**config.mk**
```make
export PLATFORM = sky130hd
export DESIGN_NAME = event_pulse_stretcher
export DESIGN_NICKNAME = d
export VERILOG_FILES = /design/src/rtl/event_pulse_pkg.sv /design/src/rtl/pulse_timer.sv /design/src/rtl/event_pulse_stretcher.sv
export SDC_FILE = /design/constraint.sdc
export NUM_CORES = 1
export LEC_CHECK = 0
export ABC_AREA = 1
export BUFFER_PORTS_ARGS = -buffer_cell sky130_fd_sc_hd__buf_4
export CAP_MARGIN = 20
export CORE_UTILIZATION = 55
export DETAILED_ROUTE_END_ITERATION = 6
export GPL_TIMING_DRIVEN = 0
export PLACE_DENSITY_LB_ADDON = 0.25
export SYNTH_ARGS = -nofsm -noshare
export SYNTH_HDL_FRONTEND = slang
export SYNTH_SLANG_ARGS = --single-unit
```
**constraint.sdc**
```tcl
create_clock -name clk -period 3 [get_ports clk]
set_input_delay 0.45 -clock clk [delete_from_list [all_inputs] [get_ports clk]]
set_output_delay 0.45 -clock clk [all_outputs]
set_load 0.005 [all_outputs]
```
**src/rtl/event_pulse_pkg.sv**
```systemverilog
// Shared types and helpers for the event pulse stretcher.
package event_pulse_pkg;

  typedef enum logic [1:0] {
    IDLE = 2'd0,
    ON   = 2'd1,
    GAP  = 2'd2
  } pulse_state_t;

  // Converts a duration in ms to clock cycles; 64-bit product avoids overflow at high clock rates.
  function automatic int unsigned ms_to_cycles(input int unsigned freq_hz, input int unsigned ms);
    longint unsigned prod;
    prod = 64'(freq_hz) * 64'(ms);
    return 32'(prod / 64'd1000);
  endfunction

endpackage

```
**src/rtl/pulse_timer.sv**
```systemverilog
// Loadable down-counter shared by the ON and GAP phases; done_c flags a count of zero.
module pulse_timer #(
  parameter int unsigned W = 8
) (
  input  logic         clk,
  input  logic         rst,
  input  logic         load,
  input  logic [W-1:0] load_value,
  output logic         done_c
);

  logic [W-1:0] count;

  // Load on strobe, otherwise count down and park at zero.
  always_ff @(posedge clk or posedge rst) begin
    if (rst) begin
      count <= '0;
    end else if (load) begin
      count <= load_value;
    end else if (count != '0) begin
      count <= count - W'(1);
    end
  end

  assign done_c = (count == '0);

endmodule

```
**src/rtl/event_pulse_stretcher.sv**
```systemverilog
// Stretches single-cycle event strobes into LED pulses with a minimum on-time and off-gap,
// queueing events that arrive mid-pulse in a saturating counter.
module event_pulse_stretcher
  import event_pulse_pkg::*;
#(
  parameter int unsigned CLK_FREQ_HZ = 100_000_000,
  parameter int unsigned ON_TIME_MS  = 50,
  parameter int unsigned OFF_TIME_MS = 50,
  parameter int unsigned MAX_PENDING = 15
) (
  input  logic                               clk,
  input  logic                               rst,
  input  logic                               event_in,
  input  logic                               clear_overflow,
  output logic                               led_out,
  output logic                               busy,
  output logic [$clog2(MAX_PENDING+1)-1:0]   pending_count,
  output logic                               overflow
);

  localparam int unsigned ON_CYCLES  = ms_to_cycles(CLK_FREQ_HZ, ON_TIME_MS);
  localparam int unsigned OFF_CYCLES = ms_to_cycles(CLK_FREQ_HZ, OFF_TIME_MS);
  localparam int unsigned MAX_CYCLES = (ON_CYCLES > OFF_CYCLES) ? ON_CYCLES : OFF_CYCLES;
  localparam int unsigned TW         = $clog2(MAX_CYCLES + 1);
  localparam int unsigned CW         = $clog2(MAX_PENDING + 1);

  // Timer is loaded with N-1 so that the phase lasts exactly N cycles including the load cycle.
  localparam logic [TW-1:0] ON_LOAD  = TW'(ON_CYCLES - 1);
  localparam logic [TW-1:0] OFF_LOAD = TW'(OFF_CYCLES - 1);
  localparam logic [CW-1:0] PEND_MAX = CW'(MAX_PENDING);

  if (ON_CYCLES == 0) begin : g_on_check
    $error("event_pulse_stretcher: ON_CYCLES must be at least 1");
  end
  if (OFF_CYCLES == 0) begin : g_off_check
    $error("event_pulse_stretcher: OFF_CYCLES must be at least 1");
  end
  if (MAX_PENDING == 0) begin : g_pend_check
    $error("event_pulse_stretcher: MAX_PENDING must be at least 1");
  end

  pulse_state_t  state;
  pulse_state_t  state_next;
  logic          event_d;
  logic          ev_c;
  logic          consume_c;
  logic          timer_done_c;
  logic          timer_load;
  logic [TW-1:0] timer_value;
  logic          led_next;
  logic          busy_next;
  logic [CW-1:0] pending_next;
  logic          overflow_next;

  assign ev_c = event_in & ~event_d;

  pulse_timer #(
    .W (TW)
  ) u_timer (
    .clk        (clk),
    .rst        (rst),
    .load       (timer_load),
    .load_value (timer_value),
    .done_c     (timer_done_c)
  );

  // State register.
  always_ff @(posedge clk or posedge rst) begin
    if (rst) begin
      state <= IDLE;
    end else begin
      state <= state_next;
    end
  end

  // Next-state logic: a pending or same-cycle event restarts ON straight from the end of GAP.
  always_comb begin
    state_next = state;
    case (state)
      IDLE: if (ev_c) state_next = ON;
      ON:   if (timer_done_c) state_next = GAP;
      GAP:  if (timer_done_c) state_next = ((pending_count != '0) || ev_c) ? ON : IDLE;
      default: state_next = IDLE;
    endcase
  end

  // Output/datapath logic: timer loads, queue accounting and sticky overflow.
  always_comb begin
    timer_load    = 1'b0;
    timer_value   = '0;
    pending_next  = pending_count;
    overflow_next = overflow;
    consume_c     = (state == GAP) && (state_next == ON);
    led_next      = (state_next == ON);
    busy_next     = (state_next != IDLE);

    if ((state_next != state) && (state_next != IDLE)) begin
      timer_load  = 1'b1;
      timer_value = (state_next == ON) ? ON_LOAD : OFF_LOAD;
    end

    if (state == IDLE) begin
      pending_next = '0;
    end else if (consume_c) begin
      // A same-cycle event either replaces the consumed one or is itself consumed.
      if (!ev_c && (pending_count != '0)) begin
        pending_next = pending_count - CW'(1);
      end
    end else if (ev_c) begin
      if (pending_count == PEND_MAX) begin
        overflow_next = 1'b1;
      end else begin
        pending_next = pending_count + CW'(1);
      end
    end

    if (clear_overflow && (overflow_next == overflow)) begin
      overflow_next = 1'b0;
    end
    if ((state != IDLE) && !consume_c && ev_c && (pending_count == PEND_MAX)) begin
      overflow_next = 1'b1;
    end
  end

  // Registered outputs and the event edge-detect flop.
  always_ff @(posedge clk or posedge rst) begin
    if (rst) begin
      event_d       <= 1'b0;
      led_out       <= 1'b0;
      busy          <= 1'b0;
      pending_count <= '0;
      overflow      <= 1'b0;
    end else begin
      event_d       <= event_in;
      led_out       <= led_next;
      busy          <= busy_next;
      pending_count <= pending_next;
      overflow      <= overflow_next;
    end
  end

endmodule

```
==> flow_results.org <==
** STA
- Sum Neg Setup Slack :: 0 ns
- Based on the critical path, the design can be clocked at up to between 300 and 400 MHz.
- Slew at the pin closest to its max-slew limit :: between 0.6 and 0.7 ns
- The worst pin sits at a relative slew slack of 0.5672.
- In the post-route analysis, the smallest setup slack over all paths is about 0.43 ns.
- RSZ-0062 raised after global routing :: no
- The number of hold-slack violations in the final timing report is 0.
- Setup violations remaining at the end of the flow were counted as 0.
- The number of slew-limit violations in the final report came to 0.
- Minimum clock period :: ~2.6 ns
- Clock skew on the completed layout was measured at around 0.0083 ns.
- Of the available clock period, the critical path in the final layout requires 0.8569.

** Placed design
- Worst setup slack after placement :: 0.4626 ns
- Final weighted congestion in routability-driven placement :: approximately 0.85
- Hpwl dp :: approximately 3.2 mm
- Summing all placed instances gives a cell area of approximately 2200 µm².
- Number of placed instances, taps included :: ~330
- Input/output buffers :: 10

** Critical path
- The setup path with the least slack is of type reg2reg.
- Walking the worst path, the cells encountered are inv_1 -> ha_1 -> nand2_1 -> nor2_1 -> nand2_1 -> nor2_2 -> nand3_2 -> clkinv_1 -> ha_1 -> a21oi_1 -> nand3_1 -> nand2_1 -> inv_1 -> nand2_1 -> nand3_1 -> o21ai_1.
- Worst path max stage delay :: around 0.38 ns
- The most numerous cell type found on the critical path is nand2_1.
- The worst setup path is captured at a register.
- The worst register-to-register path has a setup slack of roughly 0.43 ns.
- The worst register-to-register path begins at u_timer.count[0].
- Critical register-to-register path endpoint :: pending_count[3]
- Measured in cells, the most critical reg-to-reg path has a length of 16.
- At the worst endpoint, the required time is between 3 and 4 ns.
- Slowest library cell on the worst path :: dfrtp_1
- STA puts the critical path data arrival time at 2.77 ns.
- In this run the worst path has a maximum fanout of 6.
- Type of origin of the critical path :: register

** Clocking
- Clock Pin Slew Worst Setup and Hold Paths :: about 0.07 ns
- Hold-fix buffers at CTS :: 0
- After clock tree synthesis, the repair step resized 0 gates.
- Post-CTS Setup Inserts :: 0
- Later-pin clock latency in the skew report :: between 0.2 and 0.3 ns
- Worst-case clock buffer depth :: 2
- Buffer cell driving the clock tree root :: clkbuf_8
- # H-tree levels :: 2
- The clock net in this run drives a total of 33 sinks.
- TritonCTS built the clock tree.
- Number of clock buffers inserted by TritonCTS :: 5

** Die
- For this configuration, the core starts out at a cell density of 0.5970.
- The die is 63.36 µm wide.
- Standard-cell rows :: 21
- The die covers approximately 4000 µm².
- Count of boundary I/O pins :: 11
- Die span in y :: 63.36 µm
- The core region is ~3500 µm².

** Cells and area
- The finished layout holds ~340 standard cells, fillers aside.
- Most common library cell in the layout ignoring fill and taps :: nand2_1
- Most frequent cells in the layout :: nand2_1, nor2_1, inv_1
- The area growth from synthesis to layout is 11.90%.
- In the final design database the tool counted ~300 nets.
- The repair_antennas step left the layout with diodes totalling 0.
- The finished cells cover 2317 µm².
- Layout cell share with drive strength beyond 1 :: 0.1828

** Worst hold path
- Min-Delay Path Class :: in2async

** Drt
- Post-detailed-route count of antenna-violating nets :: 0
- Summing over every cut layer, the via total after detailed routing is roughly 1,700.
- In the routed design, unresolved DRC markers number 0.
- Routed Wire Length :: 4.173 mm
- Routed vias/inst :: 5.155
- Before antenna repair, the detailed router went through 4 iterations.
- In the final routed layout, each cell accounts on average for around 12 µm.
- Starting DRC count in detailed routing :: 107

** Global routing
- Largest net degree at the start of global routing :: 20
- GRT Overall Usage :: 0.2559
- Summed over all layers, the global routing overflow is 0.
- Antenna violations before repair :: 0
- Vias in the first global route :: roughly 1,700
- Global-route wire length before repair :: between 7 and 8 mm

** Synth
- Post-synth net total :: 280
- A synthesized cell averages ~7.6 µm².
- In this run, synthesis produced a sequential element count of 33.
- Gate count of the mapped netlist :: approximately 270
- In this run, distinct cell masters in the synthesized netlist total 33.
- Register area share after synthesis :: 0.3988
- YS warnings :: 0
- Netlist Area Pre-Place :: between 2000 and 2500 µm²

** Pwr
- Power per cell area :: about 430 nW/µm²
- P_leak :: 1.126 nW
- Peak VDD IR :: approximately 0.00028 V
- Overall power :: ~1000 µW

** Outcome
- The flow ran to the end, and the final reports show no timing, DRC or antenna violations.

** Run
- Max-cap violations in this run came to 0.
## cells by family (layout without fill, tap and decap cells)
| family | after synthesis | count (layout) | synth area share |
|---|---|---|---|
| xor+xnor | 8 | 8 | 0.03383 |
| simple gates | 167 | 167 | 0.3994 |
| fa+ha+maj | 4 | 4 | 0.02780 |
| compound gates | 18 | 18 | 0.05438 |
| flops | 33 | 33 | 0.3988 |
| buf+inv | 42 | 60 | 0.08580 |
## layer usage
metal  up-vias  wire length, µm  part of all wire  track usage
li1        892                -                 -            -
met4         0              106             0.025       0.1335
met3         9              168             0.040      0.06703
met2        30             1892              0.45       0.4056
met5         -                0                 0            0
met1       801             2006              0.48       0.3181
## layout make-up
cell class	instances	area, µm²
Inverter	39	146.4
Fill cell	305	1151
Sequential cell	33	825.8
Buffer	3	31.28
Clock buffer	7	86.33
Multi-Input combinational cell	197	1067
Timing Repair Buffer	11	102.6
Tap cell	46	57.56
## worst max-delay path by stage
stage / from / to / slack [ns] / cells past startpoint
after floorplan: u_timer.count[0] / pending_count[3] / 0.77 / 16
after global placement: u_timer.count[0] / pending_count[3] / 0.57 / 16
after detailed placement: u_timer.count[0] / pending_count[3] / 0.46 / 16
after CTS: u_timer.count[0] / pending_count[3] / 0.42 / 16
after global routing: u_timer.count[0] / pending_count[3] / 0.14 / 16
final: u_timer.count[0] / pending_count[3] / 0.43 / 16
## sequential cells by signal, indices dropped and copies added (netlist names)
signal and cells:
led_out 1, u_timer.count 23, state 2, event_d 1, busy 1, overflow 1
pending_count 4
## metrics by stage
| stage | hold WS (ns) | utilization |
|---|---|---|
| after floorplan | 0.4488 | - |
| after global placement | 0.4683 | 0.6353 |
| after detailed placement | 0.4782 | 0.6432 |
| after CTS | 0.2628 | 0.6681 |
| after global routing | 0.2600 | 0.6681 |
| final | 0.2429 | 0.6681 |
## worst max-delay path: cells and delay by family (launching register included)
kind | cells | cell delay, ns
compound gates | 2 | 0.38
fa+ha+maj | 2 | 0.52
buf+inv | 3 | 0.30
flops | 1 | 0.38
simple gates | 9 | 0.89
## where the power goes
part | leakage (nW) | internal (mW) | switching (mW) | total [mW]
Clock | 0.0443 | 0.182 | 0.159 | 0.340
Combinational | 0.694 | 0.0769 | 0.0777 | 0.155
Sequential | 0.387 | 0.467 | 0.0372 | 0.504
## Yosys cell counts
cell type,count,area [µm²]
ha_1,3,37.54
nor2_2,9,56.30
nand2_2,6,37.54
o21ai_1,3,15.01
dfrtp_1,33,825.8
fa_1,1,20.02
o22ai_1,2,12.51
inv_1,35,131.4
a21oi_1,2,10.01
a21o_1,1,7.510
buf_6,1,11.26
a21oi_2,2,17.52
inv_2,3,11.26
nand4_4,1,21.27
xor2_1,4,35.03
o211ai_1,2,15.01
buf_8,1,15.01
xnor2_1,4,35.03
nand3_1,23,115.1
nor2_4,3,33.78
nand3_4,2,35.03
nand3_2,1,10.01
nand2_1,67,251.5
o31ai_1,1,7.510
or2_2,2,12.51
clkinv_1,1,3.750
nor3_1,2,10.01
o21bai_1,1,7.510
nor2_1,38,142.6
nand4_1,9,56.30
o21ai_0,4,20.02
nand2_4,4,45.04
buf_2,1,5.000
Power figures use the tool's default switching activity.
